--- src/rtl/myo_spi_scheduler.sv ---
// myo_spi_scheduler: polls a set of motors over one shared SPI bus, one
// transaction per enabled motor per frame, with per-transaction timeout,
// optional frame pacing and a debounced motor-power qualifier.
//
//   state      | meaning
//   -----------+--------------------------------------------------------
//   IDLE       | waiting for enable, power_ok and a non-empty motor mask
//   SELECT     | pick lowest masked motor at or above the pointer
//   START      | pulse spi_start for the selected motor
//   WAIT_DONE  | wait for spi_done rising edge or timeout
//   LATCH      | pulse latch_strobe / pid_update_strobe for the motor
//   FRAME_WAIT | all motors served; hold until the frame period elapses
module myo_spi_scheduler #(
    parameter int NUMBER_OF_MOTORS   = 6,
    parameter int TIMEOUT_CYCLES     = 5000,
    parameter int POWER_DELAY_CYCLES = 100_000_000
) (
    input  logic                        clock,
    input  logic                        reset,
    input  logic                        enable,
    input  logic [NUMBER_OF_MOTORS-1:0] motor_mask,
    input  logic [31:0]                 frame_period,
    input  logic                        power_sense_n,
    input  logic                        spi_done,
    output logic                        spi_start,
    output logic [7:0]                  motor,
    output logic [NUMBER_OF_MOTORS-1:0] ss_gate_n,
    output logic                        latch_strobe,
    output logic [7:0]                  pid_update,
    output logic                        pid_update_strobe,
    output logic [31:0]                 frame_count,
    output logic [31:0]                 actual_frame_cycles,
    output logic [15:0]                 timeout_count,
    output logic                        busy
);

    localparam logic [2:0] IDLE       = 3'd0;
    localparam logic [2:0] SELECT     = 3'd1;
    localparam logic [2:0] START      = 3'd2;
    localparam logic [2:0] WAIT_DONE  = 3'd3;
    localparam logic [2:0] LATCH      = 3'd4;
    localparam logic [2:0] FRAME_WAIT = 3'd5;

    localparam int TMO_W = $clog2(TIMEOUT_CYCLES + 1);
    localparam int PWR_W = $clog2(POWER_DELAY_CYCLES + 1);
    localparam logic [TMO_W-1:0] TMO_LAST = TMO_W'(TIMEOUT_CYCLES - 1);
    localparam logic [PWR_W-1:0] PWR_LAST = PWR_W'(POWER_DELAY_CYCLES - 1);

    logic [2:0]       state;
    logic [7:0]       pointer;
    logic [TMO_W-1:0] tmo_cnt;
    logic [PWR_W-1:0] pwr_cnt;
    logic             power_ok;
    logic             spi_done_q;
    logic             done_rise;
    logic [31:0]      frame_timer;
    logic [31:0]      ft_sat;
    logic [32:0]      ft_inc;
    logic             period_hit;
    logic             found;
    logic [7:0]       found_idx;

    // Power-good debounce: requires an unbroken run of low power_sense_n samples.
    always_ff @(posedge clock or posedge reset) begin
        if (reset) begin
            pwr_cnt  <= '0;
            power_ok <= 1'b0;
        end else if (power_sense_n) begin
            pwr_cnt  <= '0;
            power_ok <= 1'b0;
        end else if (!power_ok) begin
            if (pwr_cnt == PWR_LAST) begin
                power_ok <= 1'b1;
            end else begin
                pwr_cnt <= pwr_cnt + 1'b1;
            end
        end
    end

    // Previous spi_done level; sampled every cycle so an edge seen during
    // START is consumed and cannot complete the new transaction.
    always_ff @(posedge clock or posedge reset) begin
        if (reset) begin
            spi_done_q <= 1'b0;
        end else begin
            spi_done_q <= spi_done;
        end
    end

    assign done_rise = spi_done & ~spi_done_q;

    // Lowest masked motor at or above the pointer (descending scan, lowest wins).
    always_comb begin
        found     = 1'b0;
        found_idx = '0;
        for (int j = NUMBER_OF_MOTORS - 1; j >= 0; j--) begin
            if (motor_mask[j] && (8'(j) >= pointer)) begin
                found     = 1'b1;
                found_idx = 8'(j);
            end
        end
    end

    // Frame timer arithmetic, widened so the +1 never wraps.
    always_comb begin
        ft_inc     = {1'b0, frame_timer} + 33'd1;
        ft_sat     = (&frame_timer) ? frame_timer : ft_inc[31:0];
        period_hit = (frame_period == 32'd0) || (ft_inc >= {1'b0, frame_period});
    end

    // Sequencer: motor selection, timeout, frame pacing and statistics.
    always_ff @(posedge clock or posedge reset) begin
        if (reset) begin
            state               <= IDLE;
            pointer             <= '0;
            motor               <= '0;
            pid_update          <= '0;
            tmo_cnt             <= '0;
            frame_timer         <= '0;
            frame_count         <= '0;
            actual_frame_cycles <= '0;
            timeout_count       <= '0;
        end else if (!power_ok) begin
            state <= IDLE;
        end else begin
            if (state != IDLE) begin
                frame_timer <= ft_sat;
            end
            case (state)
                IDLE: begin
                    if (enable && (|motor_mask)) begin
                        pointer     <= '0;
                        frame_timer <= '0;
                        state       <= SELECT;
                    end
                end
                SELECT: begin
                    if (!enable) begin
                        state <= IDLE;
                    end else if (found) begin
                        motor <= found_idx;
                        state <= START;
                    end else begin
                        state <= FRAME_WAIT;
                    end
                end
                START: begin
                    tmo_cnt <= '0;
                    state   <= WAIT_DONE;
                end
                WAIT_DONE: begin
                    if (done_rise) begin
                        pid_update <= motor;
                        state      <= LATCH;
                    end else if (tmo_cnt == TMO_LAST) begin
                        if (timeout_count != 16'hFFFF) begin
                            timeout_count <= timeout_count + 16'd1;
                        end
                        pointer <= motor + 8'd1;
                        state   <= SELECT;
                    end else begin
                        tmo_cnt <= tmo_cnt + 1'b1;
                    end
                end
                LATCH: begin
                    pointer <= motor + 8'd1;
                    state   <= SELECT;
                end
                FRAME_WAIT: begin
                    if (period_hit) begin
                        actual_frame_cycles <= ft_inc[32] ? 32'hFFFF_FFFF : ft_inc[31:0];
                        frame_count         <= frame_count + 32'd1;
                        pointer             <= '0;
                        frame_timer         <= '0;
                        state               <= enable ? SELECT : IDLE;
                    end
                end
                default: state <= IDLE;
            endcase
        end
    end

    // Strobes are state decodes, suppressed the moment power is lost.
    always_comb begin
        spi_start         = (state == START) && power_ok;
        latch_strobe      = (state == LATCH) && power_ok;
        pid_update_strobe = (state == LATCH) && power_ok;
        busy              = (state != IDLE);
    end

    // Per-motor active-low select, only while the bus is addressing that motor.
    always_comb begin
        ss_gate_n = '1;
        if (power_ok && ((state == START) || (state == WAIT_DONE))) begin
            for (int j = 0; j < NUMBER_OF_MOTORS; j++) begin
                if (motor == 8'(j)) begin
                    ss_gate_n[j] = 1'b0;
                end
            end
        end
    end

endmodule

--- config.mk ---
export PLATFORM = sky130hd
export DESIGN_NAME = myo_spi_scheduler
export DESIGN_NICKNAME = d
export VERILOG_FILES = /design/src/rtl/myo_spi_scheduler.sv
export SDC_FILE = /design/constraint.sdc
export NUM_CORES = 1
export LEC_CHECK = 0
export ABC_AREA = 1
export CORE_MARGIN = 5
export CORE_UTILIZATION = 45
export DETAILED_ROUTE_END_ITERATION = 8
export GPL_TIMING_DRIVEN = 0
export HOLD_SLACK_MARGIN = 0.06
export PLACE_DENSITY = 0.7
export SLEW_MARGIN = 20
export SYNTH_ARGS = -nofsm -noshare
export SYNTH_HDL_FRONTEND = slang
export SYNTH_SLANG_ARGS = --single-unit
export TNS_END_PERCENT = 20
--- constraint.sdc ---
create_clock -name clock -period 5.4 [get_ports clock]
set_clock_uncertainty 0.1 [all_clocks]
set_input_delay 0.54 -clock clock [delete_from_list [all_inputs] [get_ports clock]]
set_output_delay 0.54 -clock clock [all_outputs]
set_load 0.01 [all_outputs]
# --- Word level (Yosys, flattened, before mapping) ---
# Index checks and enable logic that the tools add are counted.
word_totals:
  word_cells: 127
  out_inout_bits: 106
  ff_bits: 181
classes:
  addsub: 6
  muxes: 48
  n_eq_ne: 23
  n_lt_le_gt_ge: 7
  reduce_logical: 28
  bitwise_logic: 3
op_table:
  columns: ["op", "count"]
  rows:
  - ["32-bit two-way mux", 5]
  - ["27-bit two-way mux", 3]
  - ["8-bit two-way mux", 9]
  - ["32-bit case mux with 2 select lines", 1]
  - ["32-bit by 1-bit adder with 33-bit output (second input constant)", 1]
  - ["33-bit by 32-bit greater-or-equal comparator with 1-bit output", 1]
  - ["32-bit by 1-bit adder with 32-bit output (second input constant)", 1]
  - ["32-bit logical NOT", 1]
  - ["8-bit case mux with 4 select lines", 1]
  - ["32-bit AND reduction", 1]
  - ["27-bit by 1-bit adder with 27-bit output (second input constant)", 1]
  - ["27-bit equality test (second input constant)", 1]
  - ["13-bit two-way mux", 2]
  - ["13-bit case mux with 2 select lines", 1]
  - ["3-bit two-way mux", 8]
  - ["3-bit case mux with 6 select lines", 1]
  - ["16-bit by 1-bit adder with 16-bit output (second input constant)", 1]
  - ["8-bit by 2-bit equality test with 1-bit output (second input constant)", 2]
  - ["8-bit by 3-bit equality test with 1-bit output (second input constant)", 2]
  - ["1-bit by 8-bit greater-or-equal comparator with 1-bit output (first input constant)", 2]
  - ["2-bit by 8-bit greater-or-equal comparator with 1-bit output (first input constant)", 2]
  - ["3-bit by 8-bit greater-or-equal comparator with 1-bit output (first input constant)", 2]
  - ["1-bit two-way mux", 16]
  - ["16-bit != test (second input constant)", 1]
  - ["other kinds (26)", 49]

# --- Logic depth before layout (Yosys ltp) ---
depth:
  ltp_word: 12
  mapped_depth: 27
  mapped_depth_nobuf: 26

# --- Worst setup path before layout ---
# Ideal clock, no wire load.
synth_timing:
  kind: "register to register"
  startpoint: "reg frame_timer[0]"
  endpoint: "reg actual_frame_cycles[9]"
  stages_incl_launch_ff: 23
  synth_period_minus_slack_ps: 3248
  required_time_ps: 5173
  path_buffers: 2
  setup_time_ps: 127
  arrival_time_ps: 3020
  path_slack_ps: 2152
  cell_sequence: "dfrtp_1 -> ha_1 -> nand2_1 -> nor2_4 -> nand2_2 -> nor3_4 -> nand4_2 -> nor2_1 -> nand2_1 -> xor2_1 -> inv_1 -> ha_1 -> nand4_1 -> nor3_1 -> nand4_1 -> nand3_1 -> nor2_2 -> nand2_4 -> nand2_4 -> nor2_4 -> buf_6 -> buf_12 -> a21oi_2"
synth_between:
  elab_chain_cells: 4
  word_cells_on_any_way: 5
  classes_between: "add/sub (1); order compare (1); mux (1); reduce/logical (2)"
synth_rtl:
  columns: ["element", "line_no", "text"]
  rows:
  - ["start: declaration", "56", "logic [31:0] frame_timer;"]
  - ["start signal: assignment", "127", "frame_timer <= ft_sat;"]
  - ["32-bit by 1-bit adder with 33-bit output *", "106", "ft_inc = {1'b0, frame_timer} + 33'd1;"]
  - ["33-bit by 32-bit greater-or-equal comparator with 1-bit output", "108", "period_hit = (frame_period == 32'd0) || (ft_inc >= {1'b0, frame_period});"]
  - ["1-bit logical OR", "108", null]
  - ["3-bit AND reduction (no line)", null, null]
  - ["end signal: assignment", "171", "actual_frame_cycles <= ft_inc[32] ? 32'hFFFF_FFFF : ft_inc[31:0];"]
  - ["end: declaration", "32", "output logic [31:0] actual_frame_cycles,"]
# Mark *: on every way between the ends. The rest lies on a longest branch, timed or not.
# A chain may end at the register's enable or synchronous reset.

# --- Worst setup path in the final report ---
layout_timing:
  startpoint: "reg frame_timer[0]"
  endpoint: "reg frame_count[29]"
layout_between:
  elab_chain_cells: 4
layout_rtl:
  columns: ["element", "line_no", "text"]
  rows:
  - ["32-bit by 1-bit adder with 33-bit output", "106", null]
  - ["33-bit by 32-bit greater-or-equal comparator with 1-bit output", "108", null]
  - ["1-bit logical OR", "108", null]
  - ["3-bit AND reduction (no line)", null, null]
  - ["end signal: assignment", "172", "frame_count <= frame_count + 32'd1;"]
  - ["end: declaration", "31", "output logic [31:0] frame_count,"]
# No other way between the ends.

==> impl_metrics.env <==
export IMPL_rsz0062_at_grt="false"
export IMPL_cts_root_buf="clkbuf_16"
export IMPL_path_clk_slew_ns=0.07
export IMPL_diodes=0
export IMPL_ios=149
export IMPL_detailed_place_area_sq_mm=0.0128
export IMPL_fmax_ghz=0.230
export IMPL_synth_largest_area_cell="dfrtp_1"
export IMPL_drv_slew=0
export IMPL_finalCritPeriodShare_pct=80.4
export IMPL_outcome="finished, final reports clean"
export IMPL_initial_core_util_pct=45.3
export IMPL_cap_violations=0
export IMPL_core_sq_mm=0.0242
export IMPL_grt_max_degree=103
export IMPL_max_clock_path_buffers=2
export IMPL_htreeDepth=4
export IMPL_yosysUniqueCellTypes=48
export IMPL_ys_warn_count=0
export IMPL_cts_hold_buf=0
export IMPL_finalSetupViolCount=0
export IMPL_p_int_w=0.00192
export IMPL_crit_required_ns=5.66
export IMPL_antenna_left=0
export IMPL_cts_setup_buffers=0
export IMPL_rows=57
export IMPL_cts_sinks=167
export IMPL_grt_pass1_wl_um=49400
export IMPL_synth_seq_area_share_pct=38.1
export IMPL_syn_area_sq_mm=0.0110
export IMPL_setup_slack_ns=1.06
export IMPL_drtPass1Iterations=5
export IMPL_route_detailed_drc=0
export IMPL_overflow=0
export IMPL_synth_main_ff_cell="dfrtp_1"
export IMPL_area_delta_synth_final_pct=22.1
export IMPL_tritoncts="yes"
export IMPL_critPathMaxFanout=10
export IMPL_crit_type="register to register"
export IMPL_wirelength_um=29800
export IMPL_avgSynthCellArea_sq_um=7.36
export IMPL_endpoint_kind="register"
export IMPL_synth_edf_count=0
export IMPL_syn_inst=1488
export IMPL_drive_gt1_share_pct=6.72
export IMPL_combPwrFrac_pct=4.5
export IMPL_hold_viol_final=0
export IMPL_io_buffer_count=137
export IMPL_dieArea_sq_mm=0.0276
export IMPL_viasPerCell=5.20
export IMPL_pre_cts_slack_ns=1.16
export IMPL_final_area_sq_mm=0.0134
export IMPL_holdWs_ns=0.377
export IMPL_dr_total_vias=10300
export IMPL_arrival_ns=4.60
export IMPL_leakage_nw=6.50
export IMPL_ir_worst_vdd_v=0.000130
export IMPL_holdPathStages=2
export IMPL_p_per_area_mw_per_mm2=192
export IMPL_avgRoutedWirePerCell_um=15.0
export IMPL_grt_pass1_vias=9880
export IMPL_routabilityCongestion=0.914
export IMPL_synth_area_leaders="dfrtp_1 (38%), nand2_1 (12%), inv_1 (7.1%)"
export IMPL_yosysTopAreaCellShare_pct=38.1
export IMPL_min_period_ns=4.34
export IMPL_worst_pin_slew_ns=0.619
export IMPL_antenna_found_initial=0
export IMPL_startpoint_type="register"
export IMPL_numCtsBuffers=17
export IMPL_tns_ns=0
export IMPL_final_util_pct=55.3
export IMPL_die_w_um=166
export IMPL_synth_seq_cells=167
export IMPL_switching_power_w=0.000651
export IMPL_post_cts_resized=0
export IMPL_place_hpwl_um=23300
export IMPL_die_h_um=166
export IMPL_drt_iter0_drc=997
export IMPL_clock_latency_ns=0.43
export IMPL_slew_headroom_pct=58.6
export IMPL_rr_worst_depth=22
export IMPL_sw_frac_of_total_pct=25.4
export IMPL_pwr_share_seq_pct=48.9
export IMPL_p_clk_share_pct=46.7
export IMPL_fin_nets=1740
export IMPL_grt_total_usage_pct=21.3
export IMPL_hold_class="register to register"
export IMPL_synthArstFlopShare_pct=100
-- critical path: stages, from the launching register on --
cell	delay, ns
dfrtp_1	0.47
nand3_1	0.20
nor2_2	0.21
nand3_1	0.23
nor2_1	0.26
nand2_1	0.10
nor2_1	0.14
nand2_1	0.08
xor2_1	0.51
inv_1	0.11
ha_1	0.29
nand2_1	0.07
inv_1	0.04
nand3_1	0.09
nor2_1	0.07
nand4_1	0.09
nand3_1	0.12
nor2_2	0.25
nand2_4	0.12
nand2_4	0.12
clkbuf_1	0.41
nand2_1	0.09
nand2_1	0.09
-- cell usage after synthesis (7+ instances only) --
master    count
o21ai_0      66
xnor2_1      26
buf_2        12
o21ai_1       7
xor2_1       48
nand3_2      11
inv_1       206
a21oi_2      10
o31ai_1       9
nand4_1      38
nand2_1     340
nand3_1     116
dfrtp_1     167
nor2_1      132
clkbuf_1     18
a21oi_1      80
nor3_1       53
buf_4        14
ha_1         43
nor4_1       28
-- power groups by stage --
stage | Clock, W | Sequential (W) | Combinational (W)
finish | 0.00120 | 0.00125 | 0.000115
floorplan | 0 | 0.00128 | 0.0000603
global route | 0.00128 | 0.00125 | 0.000131
global placement | 0 | 0.00128 | 0.000112
detailed placement | 0 | 0.00128 | 0.000117
CTS | 0.00122 | 0.00125 | 0.000117
-- metal layers --
layer	vias up	routed length (um)	GRT usage, %
met5	-	0	0
met4	0	470	5.34
met3	39	1260	3.09
met2	238	14500	35.8
met1	4903	13600	29.2
li1	5169	-	-
-- final cells by class --
cell class                      count  area, sq um
Clock inverter                     15          154
Fill cell                        2242        10800
Clock buffer                       17          425
Sequential cell                   167         4180
Buffer                             52          318
Timing Repair Buffer              138         1400
Multi-Input combinational cell   1066         5700
Tap cell                          324          405
Inverter                          212          803
-- registers in the layout, indices dropped and copies added, names as in the netlist --
signal	cells
power_ok	1
actual_frame_cycles	32
motor	3
pointer	4
frame_count	32
timeout_count	16
state	3
frame_timer	32
pwr_cnt	27
spi_done_q	1
pid_update	3
tmo_cnt	13
-- worst paths after layout --
path / endpoint / start / slack (ns)
setup / recovery: frame_count[29]$_DFFE_PP0P_ / frame_timer[0]$_DFFE_PP0P_ / 1.06
hold / removal: actual_frame_cycles[10]$_DFFE_PP0P_ / actual_frame_cycles[10]$_DFFE_PP0P_ / 0.38
setup reg to reg: frame_count[29]$_DFFE_PP0P_ / frame_timer[0]$_DFFE_PP0P_ / 1.06
hold reg to reg: actual_frame_cycles[10]$_DFFE_PP0P_ / actual_frame_cycles[10]$_DFFE_PP0P_ / 0.38
max in group asynchronous: actual_frame_cycles[7]$_DFFE_PP0P_ / reset / 3.92
min in group asynchronous: timeout_count[4]$_DFFE_PP0P_ / reset / 0.43
-- placed cells by master (no fill, tap or decap), types with 4 or more instances in the layout --
cell / count
o21ai_1: 7
buf_2: 12
clkbuf_16: 17
xor2_1: 48
o21ai_0: 66
nor2_1: 132
dfrtp_1: 167
nand3b_1: 4
nor2_4: 5
a21oi_1: 80
xnor2_1: 26
clkdlybuf4s50_1: 137
a21oi_2: 10
nand2_1: 340
ha_1: 43
nand3_1: 116
nor4_1: 28
nor2_2: 5
nand3_2: 11
inv_6: 5
conb_1: 10
o31ai_1: 9
nor3b_1: 4
nor3_1: 53
inv_1: 205
buf_4: 14
clkbuf_1: 18
nand4_1: 38
-- cell families after synthesis --
group	share of synthesized area, %
XOR/XNOR	5.92
adder cells (fa/ha/maj)	4.91
AO/OA/AOI/OAI	9.17
buffers and inverters	10.2
other	0.0342
flip-flops	38.1
AND/OR/NAND/NOR	31.4
multiplexers	0.285
-- metrics by stage --
step / total power [W] / std cells
after floorplan: 0.00134 / 1497
after global placement: 0.00139 / 1958
after detailed placement: 0.00139 / 1959
after CTS: 0.00259 / 1991
after global routing: 0.00266 / 1991
final: 0.00257 / 1991
(Power assumes the default switching activity.)
